===== config.mk =====
export PLATFORM = sky130hd
export DESIGN_NAME = sp_ram_bist_ctrl
export DESIGN_NICKNAME = d
export VERILOG_FILES = /design/src/rtl/sp_ram_bist_pkg.sv /design/src/rtl/sp_ram_bist_addr_gen.sv /design/src/rtl/sp_ram_bist_ctrl.sv
export SDC_FILE = /design/constraint.sdc
export NUM_CORES = 1
export LEC_CHECK = 0
export BUFFER_PORTS_ARGS = -buffer_cell sky130_fd_sc_hd__buf_2
export CAP_MARGIN = 20
export CORE_UTILIZATION = 55
export DETAILED_ROUTE_END_ITERATION = 8
export PLACE_DENSITY = 0.86
export SYNTH_ARGS = -nofsm -noshare
export SYNTH_HDL_FRONTEND = slang
export SYNTH_SLANG_ARGS = --single-unit

===== constraint.sdc =====
create_clock -name clk -period 11.3 [get_ports clk]
set_input_delay 1.13 -clock clk [delete_from_list [all_inputs] [get_ports clk]]
set_output_delay 1.13 -clock clk [all_outputs]
set_load 0.01 [all_outputs]

===== src/rtl/sp_ram_bist_pkg.sv =====
// sp_ram_bist_pkg: shared FSM states and the March C- element table
package sp_ram_bist_pkg;
  typedef enum logic [1:0] {IDLE, RUN, DONE} bist_state_e;
  typedef struct packed {
    logic dir_down;
    logic has_read;
    logic rd_inv;
    logic has_write;
    logic wr_inv;
  } march_elem_t;
  localparam int NUM_ELEMS = 6;
  localparam march_elem_t MARCH_C_MINUS [NUM_ELEMS] = '{
    '{1'b0, 1'b0, 1'b0, 1'b1, 1'b0},
    '{1'b0, 1'b1, 1'b0, 1'b1, 1'b1},
    '{1'b0, 1'b1, 1'b1, 1'b1, 1'b0},
    '{1'b1, 1'b1, 1'b0, 1'b1, 1'b1},
    '{1'b1, 1'b1, 1'b1, 1'b1, 1'b0},
    '{1'b0, 1'b1, 1'b0, 1'b0, 1'b0}
  };
endpackage


===== src/rtl/sp_ram_bist_addr_gen.sv =====
// sp_ram_bist_addr_gen: loadable up/down word counter that saturates at the element end
module sp_ram_bist_addr_gen #(
  parameter int W = 13
) (
  input  logic         clk,
  input  logic         rst,
  input  logic         load,
  input  logic         dir_down,
  input  logic         step,
  output logic [W-1:0] cnt_o,
  output logic         last_o
);
  logic down;
  assign last_o = down ? (cnt_o == '0) : (cnt_o == '1);
  // load the element start word and direction, then walk towards the end word
  always_ff @(posedge clk or posedge rst)
    if (rst) begin
      cnt_o <= '0;
      down  <= 1'b0;
    end else if (load) begin
      cnt_o <= dir_down ? '1 : '0;
      down  <= dir_down;
    end else if (step && !last_o) begin
      cnt_o <= down ? cnt_o - 1'b1 : cnt_o + 1'b1;
    end
endmodule


===== src/rtl/sp_ram_bist_ctrl.sv =====
// sp_ram_bist_ctrl: March C- self-test initiator for the single-port RAM
module sp_ram_bist_ctrl
  import sp_ram_bist_pkg::*;
#(
  parameter int RAM_SIZE = 32768,
  parameter int ADDR_WIDTH = $clog2(RAM_SIZE),
  parameter int DATA_WIDTH = 32,
  parameter logic [DATA_WIDTH-1:0] PATTERN = '0
) (
  input  logic                    clk,
  input  logic                    rst_i,
  input  logic                    start_i,
  output logic                    busy_o,
  output logic                    done_o,
  output logic                    fail_o,
  output logic [ADDR_WIDTH-1:0]   fail_addr_o,
  output logic [DATA_WIDTH-1:0]   fail_exp_o,
  output logic [DATA_WIDTH-1:0]   fail_act_o,
  output logic                    en_o,
  output logic [ADDR_WIDTH-1:0]   addr_o,
  output logic [DATA_WIDTH-1:0]   wdata_o,
  output logic                    we_o,
  output logic [DATA_WIDTH/8-1:0] be_o,
  input  logic [DATA_WIDTH-1:0]   rdata_i
);
  localparam int CW = ADDR_WIDTH - 2;
  localparam int BW = DATA_WIDTH / 8;
  bist_state_e state, state_nxt;
  logic [2:0] idx, idx_nxt;
  logic phase, phase_nxt, drain, drain_nxt;
  logic load, load_dir, step, last;
  logic [CW-1:0] cnt, cmp_addr;
  logic cmp_v;
  logic [DATA_WIDTH-1:0] cmp_exp;
  logic run_op, is_rd, is_wr, word_done, mismatch, start_ok;
  sp_ram_bist_addr_gen #(.W(CW)) u_addr_gen (
    .clk(clk),
    .rst(rst_i),
    .load(load),
    .dir_down(load_dir),
    .step(step),
    .cnt_o(cnt),
    .last_o(last)
  );
  assign run_op    = (state == RUN) && !drain;
  assign is_rd     = run_op && MARCH_C_MINUS[idx].has_read && !phase;
  assign is_wr     = run_op && (phase || !MARCH_C_MINUS[idx].has_read);
  assign word_done = phase || !(MARCH_C_MINUS[idx].has_read && MARCH_C_MINUS[idx].has_write);
  assign mismatch  = (state == RUN) && cmp_v && (rdata_i != cmp_exp);
  assign start_ok  = start_i && (state != RUN);
  assign busy_o    = state == RUN;
  assign done_o    = state == DONE;
  assign en_o      = run_op;
  assign we_o      = is_wr;
  assign addr_o    = run_op ? {cnt, 2'b00} : '0;
  assign wdata_o   = is_wr ? (MARCH_C_MINUS[idx].wr_inv ? ~PATTERN : PATTERN) : '0;
  assign be_o      = {BW{run_op}};
  // sequence read/write phases, words and elements; stop on mismatch or after the drain compare
  always_comb begin
    state_nxt = state;
    idx_nxt   = idx;
    phase_nxt = phase;
    drain_nxt = drain;
    load      = 1'b0;
    load_dir  = 1'b0;
    step      = 1'b0;
    if (start_ok) begin
      state_nxt = RUN;
      idx_nxt   = '0;
      phase_nxt = 1'b0;
      drain_nxt = 1'b0;
      load      = 1'b1;
      load_dir  = MARCH_C_MINUS[0].dir_down;
    end else if (state == RUN) begin
      if (mismatch || drain) begin
        state_nxt = DONE;
      end else if (!word_done) begin
        phase_nxt = 1'b1;
      end else if (!last) begin
        phase_nxt = 1'b0;
        step      = 1'b1;
      end else if (idx == 3'd5) begin
        drain_nxt = 1'b1;
      end else begin
        phase_nxt = 1'b0;
        idx_nxt   = idx + 3'd1;
        load      = 1'b1;
        load_dir  = MARCH_C_MINUS[idx + 3'd1].dir_down;
      end
    end
  end
  // state, sequencing registers, compare pipeline and first-fail capture
  always_ff @(posedge clk or posedge rst_i)
    if (rst_i) begin
      state       <= IDLE;
      idx         <= '0;
      phase       <= 1'b0;
      drain       <= 1'b0;
      cmp_v       <= 1'b0;
      cmp_exp     <= '0;
      cmp_addr    <= '0;
      fail_o      <= 1'b0;
      fail_addr_o <= '0;
      fail_exp_o  <= '0;
      fail_act_o  <= '0;
    end else begin
      state <= state_nxt;
      idx   <= idx_nxt;
      phase <= phase_nxt;
      drain <= drain_nxt;
      cmp_v <= is_rd;
      if (is_rd) begin
        cmp_exp  <= MARCH_C_MINUS[idx].rd_inv ? ~PATTERN : PATTERN;
        cmp_addr <= cnt;
      end
      if (start_ok) begin
        fail_o      <= 1'b0;
        fail_addr_o <= '0;
        fail_exp_o  <= '0;
        fail_act_o  <= '0;
      end else if (mismatch) begin
        fail_o      <= 1'b1;
        fail_addr_o <= {cmp_addr, 2'b00};
        fail_exp_o  <= cmp_exp;
        fail_act_o  <= rdata_i;
      end
    end
endmodule


==> results by group, run 1 <==
Synth
  • Post-synthesis area per instance: around 9 µm²
  • Post-synth EDFFs: 0
  • Mapped cell area: approximately 0.0050 mm²
  • Share of the synthesized area in the top cell type: 41.5%
  • Dominant synthesized flop cell: dfrtp_1
  • Synth cell types: 58
  • Cell count after synthesis: between 500 and 600
  • Synth Register Bits: between 80 and 90
  • Yosys top cell by area: dfrtp_1
  • Synth warnings: 0
  • Cells taking the most area after synthesis: dfrtp_1, buf_4, nand2_1, nand3_1, o21ai_0
  • Asr flop ratio synth: 100%
  • Seq/Total Area, Yosys: between 40% and 50%

Setup path
  • Worst EP required: between 10 and 15 ns
  • CP Class: reg -> out
  • CP Capture Type: output port
  • CP max stage delay: ~0.36 ns
  • CP Launch Type: flop
  • Largest fanout on the critical path: 32
  • Crit path DAT: between 2 and 2.5 ns
  • Worst path top cell family by delay: buffers and inverters
  • Crit path max-delay cell type: dfrtp_1
  • Buffers and inverters on the worst path: 4
  • Critical path cell sequence: inv_1 -> nand2_1 -> inv_1 -> nand2b_1 -> nor4_2 -> buf_4 -> buf_2
  • Most frequent CP cell: inv_1

Global route
  • Largest net degree at the start of global routing: 84
  • GRT Util Overall: approximately a quarter
  • Global route overflow: 0
  • Global-route wire length before repair: roughly 18000 µm
  • Initial antenna violation count: 0
  • Vias in the first global route: about 3700

Route
  • WL final: around 12000 µm
  • WL/cell: 15.4 µm
  • Initial DRC Count: between 300 and 400
  • First drt pass iteration count: 5
  • Vias per inst: roughly 5.6
  • DRT antenna net count: 0
  • Via Count: ~4300
  • Drt drc: 0

Clocking
  • H-tree depth: 3
  • Clk sinks: between 80 and 90
  • # hold bufs at CTS: 0
  • CTS resizes: 0
  • Clock Path Buffers: 2
  • CTS tree: yes
  • Clk_lat worst skew: between 0.3 and 0.4 ns
  • Setup repair bufs after CTS: 0
  • Worst-path clk slew: ~0.08 ns
  • Root Driver: clkbuf_8
  • CTS Buf Count: 9

Die
  • Die Y: approximately 100 µm
  • I/O pins: 170
  • Initial core utilization: 57.1%
  • Core area: between 0.008 and 0.009 mm²
  • Num rows: 34
  • Die Wd: just under 100 µm
  • Die area: 0.00948 mm²

Place
  • GPL Wtd Cong: between 0.9 and 1
  • HPWL after DPL: approximately 8400 µm
  • DP Area: approximately 0.0054 mm²
  • PortBufs: roughly 170

Run
  • Max cap viols: 0

Timing
  • Fin Setup TNS: 0 ns
  • Period utilization: roughly 30%
  • Worst slew pin tran: ~0.7 ns
  • RSZ-0062 raised after global routing: no
  • Worst Clk Skew: around 0.0097 ns
  • Final setup fails: 0
  • Minimum clock period after layout: around 3.4 ns
  • Worst slew margin: 52.8%
  • Final hold viol count: 0
  • Final max-slew violation count: 0
  • F_max: 295 MHz

Layout
  • Commonest non-fill, non-tap cell in the layout: buf_2
  • Share of cells above drive strength 1: 32.7%
  • Util after Layout: a little under two thirds
  • Ant diodes: 0
  • Layout Nets: around 700
  • Most frequent cells in the layout: buf_2, dfrtp_1, nand2_1
  • Layout area overhead: 11.5%
  • Final Instance Area: 0.00557 mm²

Pwr
  • VDD IR max: 128 µV
  • Total power: 1.62 mW
  • Leak: about 3.1 nW
  • Power density cells: 290 mW/mm²

Status
  • Status: complete, no violations

Min path
  • Hold Crit Class: reg -> reg
[power by group]
group          leakage (nW)  total, mW  switching (mW)  internal [mW]
combinational          1.89      0.902           0.504          0.398
sequential             1.08      0.519          0.0987          0.420
clock                0.0884      0.197           0.106         0.0912
[cell families after synthesis]
group | share of synthesized area (%)
and+or+nand+nor | 20.7
xor gates and xnor gates | 1.93
buffers and inverters | 15.5
DFF | 41.5
adders and majority gates | 4.40
muxes | 3.38
AOI/OAI and AO/OA | 12.5
other | 0.0750
[Yosys cell counts (all sizes together) (2+ instances only)]
| library cell | instances |
|---|---|
| nand2b | 4 |
| o21ai | 56 |
| and4 | 4 |
| or3 | 3 |
| inv | 33 |
| clkbuf | 17 |
| o22ai | 4 |
| nor2b | 4 |
| o31a | 2 |
| nor2 | 18 |
| nand3 | 52 |
| o211a | 3 |
| nand2 | 72 |
| ha | 16 |
| o21a | 4 |
| a31oi | 2 |
| and3 | 3 |
| nor4 | 13 |
| a21oi | 9 |
| mux2 | 10 |
| and2 | 12 |
| dfrtp | 83 |
| o211ai | 3 |
| a211o | 4 |
| xnor2 | 6 |
| nand4 | 8 |
| xor2 | 5 |
| or4 | 2 |
| mux2i | 3 |
| buf | 78 |
| nor3 | 6 |
[worst paths after layout]
kind                                 startpoint                   to  slack (ns)  cells after the start
worst min-delay path             fail_addr_o[6]       fail_addr_o[6]        0.50                      2
min in group asynchronous                 rst_i          cmp_addr[5]        0.73                      3
max in group asynchronous                 rst_i      u_addr_gen.down       10.00                      4
worst min register to register   fail_addr_o[6]       fail_addr_o[6]        0.50                      2
worst max-delay path                   state[1]           wdata_o[6]        7.91                      7
worst max register to register  u_addr_gen.down  u_addr_gen.cnt_o[8]        8.36                      6
[through the flow]
| stage | hold WS (ns) | instances | setup slack [ns] |
|---|---|---|---|
| finish | 0.497 | 757 | 7.91 |
| detailed placement | 0.479 | 740 | 7.82 |
| floorplan | 0.488 | 557 | 6.22 |
| global route | 0.511 | 757 | 7.71 |
| global placement | 0.476 | 740 | 7.85 |
| CTS | 0.499 | 756 | 7.89 |
[layer usage]
layer	up-vias	global-route usage (%)	part of all wire (%)
li1	2007	-	-
met2	196	42.2	51
met3	31	3.09	5.7
met4	0	9.50	2.3
met5	-	0	0
met1	2023	30.3	41
[state kept, by name, indices dropped and copies added, names as in the netlist, 2 cells and up]
name	cells
fail_addr_o	13
u_addr_gen.cnt_o	13
idx	3
fail_act_o	32
state	2
cmp_addr	13
[layout make-up]
| class | count | area (µm²) |
|---|---|---|
| clock buffers | 12 | 155 |
| repair buffers | 171 | 891 |
| clock inverters | 4 | 25.0 |
| multi-input cells | 346 | 2170 |
| fillers | 696 | 3190 |
| flip-flops and latches | 83 | 2080 |
| well taps | 108 | 135 |
| inverters | 33 | 125 |
[worst min-delay path, delay by kind of cell, from the launching register on]
| family | cells | cell delay, ns |
|---|---|---|
| DFF | 1 | 0.34 |
| AOI/OAI and AO/OA | 1 | 0.06 |
| and+or+nand+nor | 1 | 0.06 |
Power figures use the tool's default switching activity.
==> run 2, diff against run 1 <==
--- a/config.mk
+++ b/config.mk
@@ -5,11 +5,12 @@
 export SDC_FILE = /design/constraint.sdc
 export NUM_CORES = 1
 export LEC_CHECK = 0
+export ABC_AREA = 1
 export BUFFER_PORTS_ARGS = -buffer_cell sky130_fd_sc_hd__buf_2
 export CAP_MARGIN = 20
-export CORE_UTILIZATION = 55
+export CORE_UTILIZATION = 46
 export DETAILED_ROUTE_END_ITERATION = 8
-export PLACE_DENSITY = 0.86
+export PLACE_DENSITY = 0.77
 export SYNTH_ARGS = -nofsm -noshare
 export SYNTH_HDL_FRONTEND = slang
 export SYNTH_SLANG_ARGS = --single-unit
==> constraint.sdc (replaced) <==
create_clock -name clk -period 2.8 [get_ports clk]
set_input_delay 0.28 -clock clk [delete_from_list [all_inputs] [get_ports clk]]
set_output_delay 0.28 -clock clk [all_outputs]
set_load 0.01 [all_outputs]
==> results by group, run 2 <==
Status
  • Status: finished, violations left
  • Violated checks: hold timing

Synth
  • Synth Register Bits: 83
  • Synth cell count leaders: nand2_1, nand3_1, dfrtp_1
  • Mapped cell area: 0.00514 mm²
  • Asr flop ratio synth: between 90% and 100%
  • Yosys top cell by area: dfrtp_1
  • Synth warnings: 0
  • Synth cell types: 36
  • Cells taking the most area after synthesis: dfrtp_1, nand2_1, buf_4, nand3_1, o21ai_0
  • Most frequent cell after synthesis: nand2_1
  • Post-synth EDFFs: 0
  • Dominant synthesized flop cell: dfrtp_1
  • Seq/Total Area, Yosys: approximately 40%
  • Post-synthesis area per instance: 7.61 µm²
  • Cell count after synthesis: between 600 and 700
  • Share of the synthesized area in the top cell type: between 40 and 50%

Global route
  • GRT Util Overall: approximately a fifth
  • Vias in the first global route: slightly below 4000
  • Global route overflow: 0
  • Global-route wire length before repair: 18600 µm
  • Largest net degree at the start of global routing: 84
  • Initial antenna violation count: 0

Pwr
  • Seq pwr share: 34.0%
  • Clk network pwr share: 16.7%
  • Comb power frac: 49.4%
  • Power density cells: just over 900 mW/mm²
  • VDD IR max: ~420 µV
  • Internal power: slightly below 3 mW
  • Leak: between 3 and 4 nW
  • NetSw: approximately 2.5 mW
  • Switching Share: a little under half
  • Total power: around 5.4 mW

Layout
  • Ant diodes: 0
  • Share of cells above drive strength 1: a little over a quarter
  • Max FFs per register: 32
  • Sequential cell area: around 0.0021 mm²
  • Commonest non-fill, non-tap cell in the layout: nand2_1
  • Multi-input gate area: approximately 0.0022 mm²
  • Layout area overhead: 12.6%
  • Util after Layout: a little over half
  • # fillers: 1028
  • Most flop-heavy register: fail_act_o
  • Final Instance Area: 0.00579 mm²
  • Layout Nets: ~820
  • Most frequent cells in the layout: nand2_1, buf_2, nand3_1

Setup path
  • Worst Reg-to-Reg Cells: 11
  • Critical R2R Launch: u_addr_gen.cnt_o[0]
  • CP Capture Type: output port
  • Largest fanout on the critical path: 32
  • First element of the critical path: state[1]
  • FF-to-FF setup slack: between 0.4 and 0.5 ns
  • Crit path DAT: between 2 and 2.5 ns
  • R2r endpoint: u_addr_gen.cnt_o[12]
  • Worst EP required: ~2.5 ns
  • CP Launch Type: flop
  • CP Class: reg -> out

Route
  • Vias per inst: around 5
  • WL final: between 10000 and 15000 µm
  • Initial DRC Count: 350
  • Drt drc: 0
  • WL/cell: ~12 µm
  • DRT antenna net count: 0
  • First drt pass iteration count: 4
  • Via Count: approximately 4500

Clocking
  • H-tree depth: 3
  • Worst-path clk slew: 0.08 ns
  • CTS tree: yes
  • Clk sinks: 83
  • Root Driver: clkbuf_8
  • Clock Path Buffers: 2
  • Clk_lat worst skew: 0.36 ns
  • CTS Buf Count: 9
  • Setup repair bufs after CTS: 0

Place
  • PortBufs: between 150 and 200
  • HPWL after DPL: about 8600 µm
  • DP Area: 0.00558 mm²
  • GPL Wtd Cong: roughly 0.86

Timing
  • F_max: between 300 and 400 MHz
  • Fin Setup TNS: 0 ns
  • Worst slew pin tran: about 0.73 ns
  • Worst slew margin: between 50% and 60%
  • RSZ-0062 raised after global routing: no
  • Worst Clk Skew: between 0.01 and 0.015 ns
  • Minimum clock period after layout: 2.55 ns
  • Final setup fails: 0
  • Period utilization: between 90% and 100%
  • Final hold viol count: 10
  • Hold WS: -0.0262 ns
  • Final max-slew violation count: 0

Min path
  • Hold Crit Class: in -> async

Run
  • Max cap viols: 0

Die
  • Die Y: 108 µm
  • Die Wd: 108 µm
  • Die area: roughly 0.012 mm²
  • Num rows: 38
  • Initial core utilization: ~47%
  • I/O pins: 170
  • Core area: between 0.01 and 0.015 mm²
-- run 2: changes by cell type after synthesis, moves of 5 or more --
cell and delta:
nand2_1 +108, nand3_1 +35, nor2_1 +33, inv_1 +24, and2_1 -12, buf_2 +12
nor4_1 -12, clkbuf_1 -11, mux2_4 -7, nand3b_1 +5
-- run 2: worst max-delay path: stages, from the launching register on --
cell,delay [ns]
dfrtp_1,0.41
nor2_4,0.20
inv_1,0.14
nor2_2,0.30
inv_2,0.23
nor4_4,0.20
buf_4,0.27
buf_2,0.17
-- run 2: cells by family (layout without fill, tap and decap cells) --
kind of cell / count (synthesis) / count (layout) / synth area share, %
buffers and inverters: 156 / 248 / 17.5
AND/OR/NAND/NOR: 348 / 348 / 29.8
adder cells (fa/ha/maj): 17 / 17 / 4.28
AO/OA/AOI/OAI: 61 / 61 / 6.23
other: 1 / 4 / 0.0729
flip-flops: 83 / 83 / 40.4
XOR/XNOR: 9 / 9 / 1.53
multiplexers: 1 / 1 / 0.195
-- run 2: layout make-up --
cell class	count	area share, %
flip-flops and latches	83	35.9
well taps	140	3.03
repair buffers	171	15.5
multi-input cells	440	38.0
clock buffers	10	2.38
clock inverters	6	1.25
inverters	61	3.98
-- run 2: through the flow --
step                      setup slack, ns  instances  hold WS [ns]
after detailed placement            0.436        895         0.409
after global placement              0.473        895         0.401
final                               0.253        911       -0.0262
after floorplan                     0.113        679         0.376
after CTS                          0.0562        911        0.0243
after global routing               0.0200        911        0.0381
-- run 2: power by group through the flow --
stage          Combinational, mW  Clock (mW)  Sequential [mW]
2_1_floorplan               2.24           0             1.83
3_3_place_gp                2.61           0             1.84
3_5_place_dp                2.66           0             1.85
4_1_cts                     2.67       0.910             1.82
5_1_grt                     3.02       0.963             1.88
6_report                    2.65       0.894             1.82
-- run 2: worst max path at each step --
| stage | endpoint | depth (start not counted) |
|---|---|---|
| 3_5_place_dp | wdata_o[12] | 7 |
| 6_report | wdata_o[16] | 7 |
| 5_1_grt | wdata_o[20] | 8 |
| 2_1_floorplan | wdata_o[10] | 6 |
| 4_1_cts | wdata_o[12] | 7 |
| 3_3_place_gp | wdata_o[7] | 7 |
-- run 2: what timing repair did --
action	CTS	global route
endpoints found under the setup margin	0	32
hold buffers	0	0
gates resized for setup	0	1
-- run 2: layer usage --
layer  share of wire (%)  GRT usage (%)  vias to the layer above
li1                    -              -                     2266
met4                 1.2           4.70                        0
met5                   0              0                        -
met1                  44           26.6                     2085
met2                  49           33.8                      142
met3                 6.0           4.60                       11
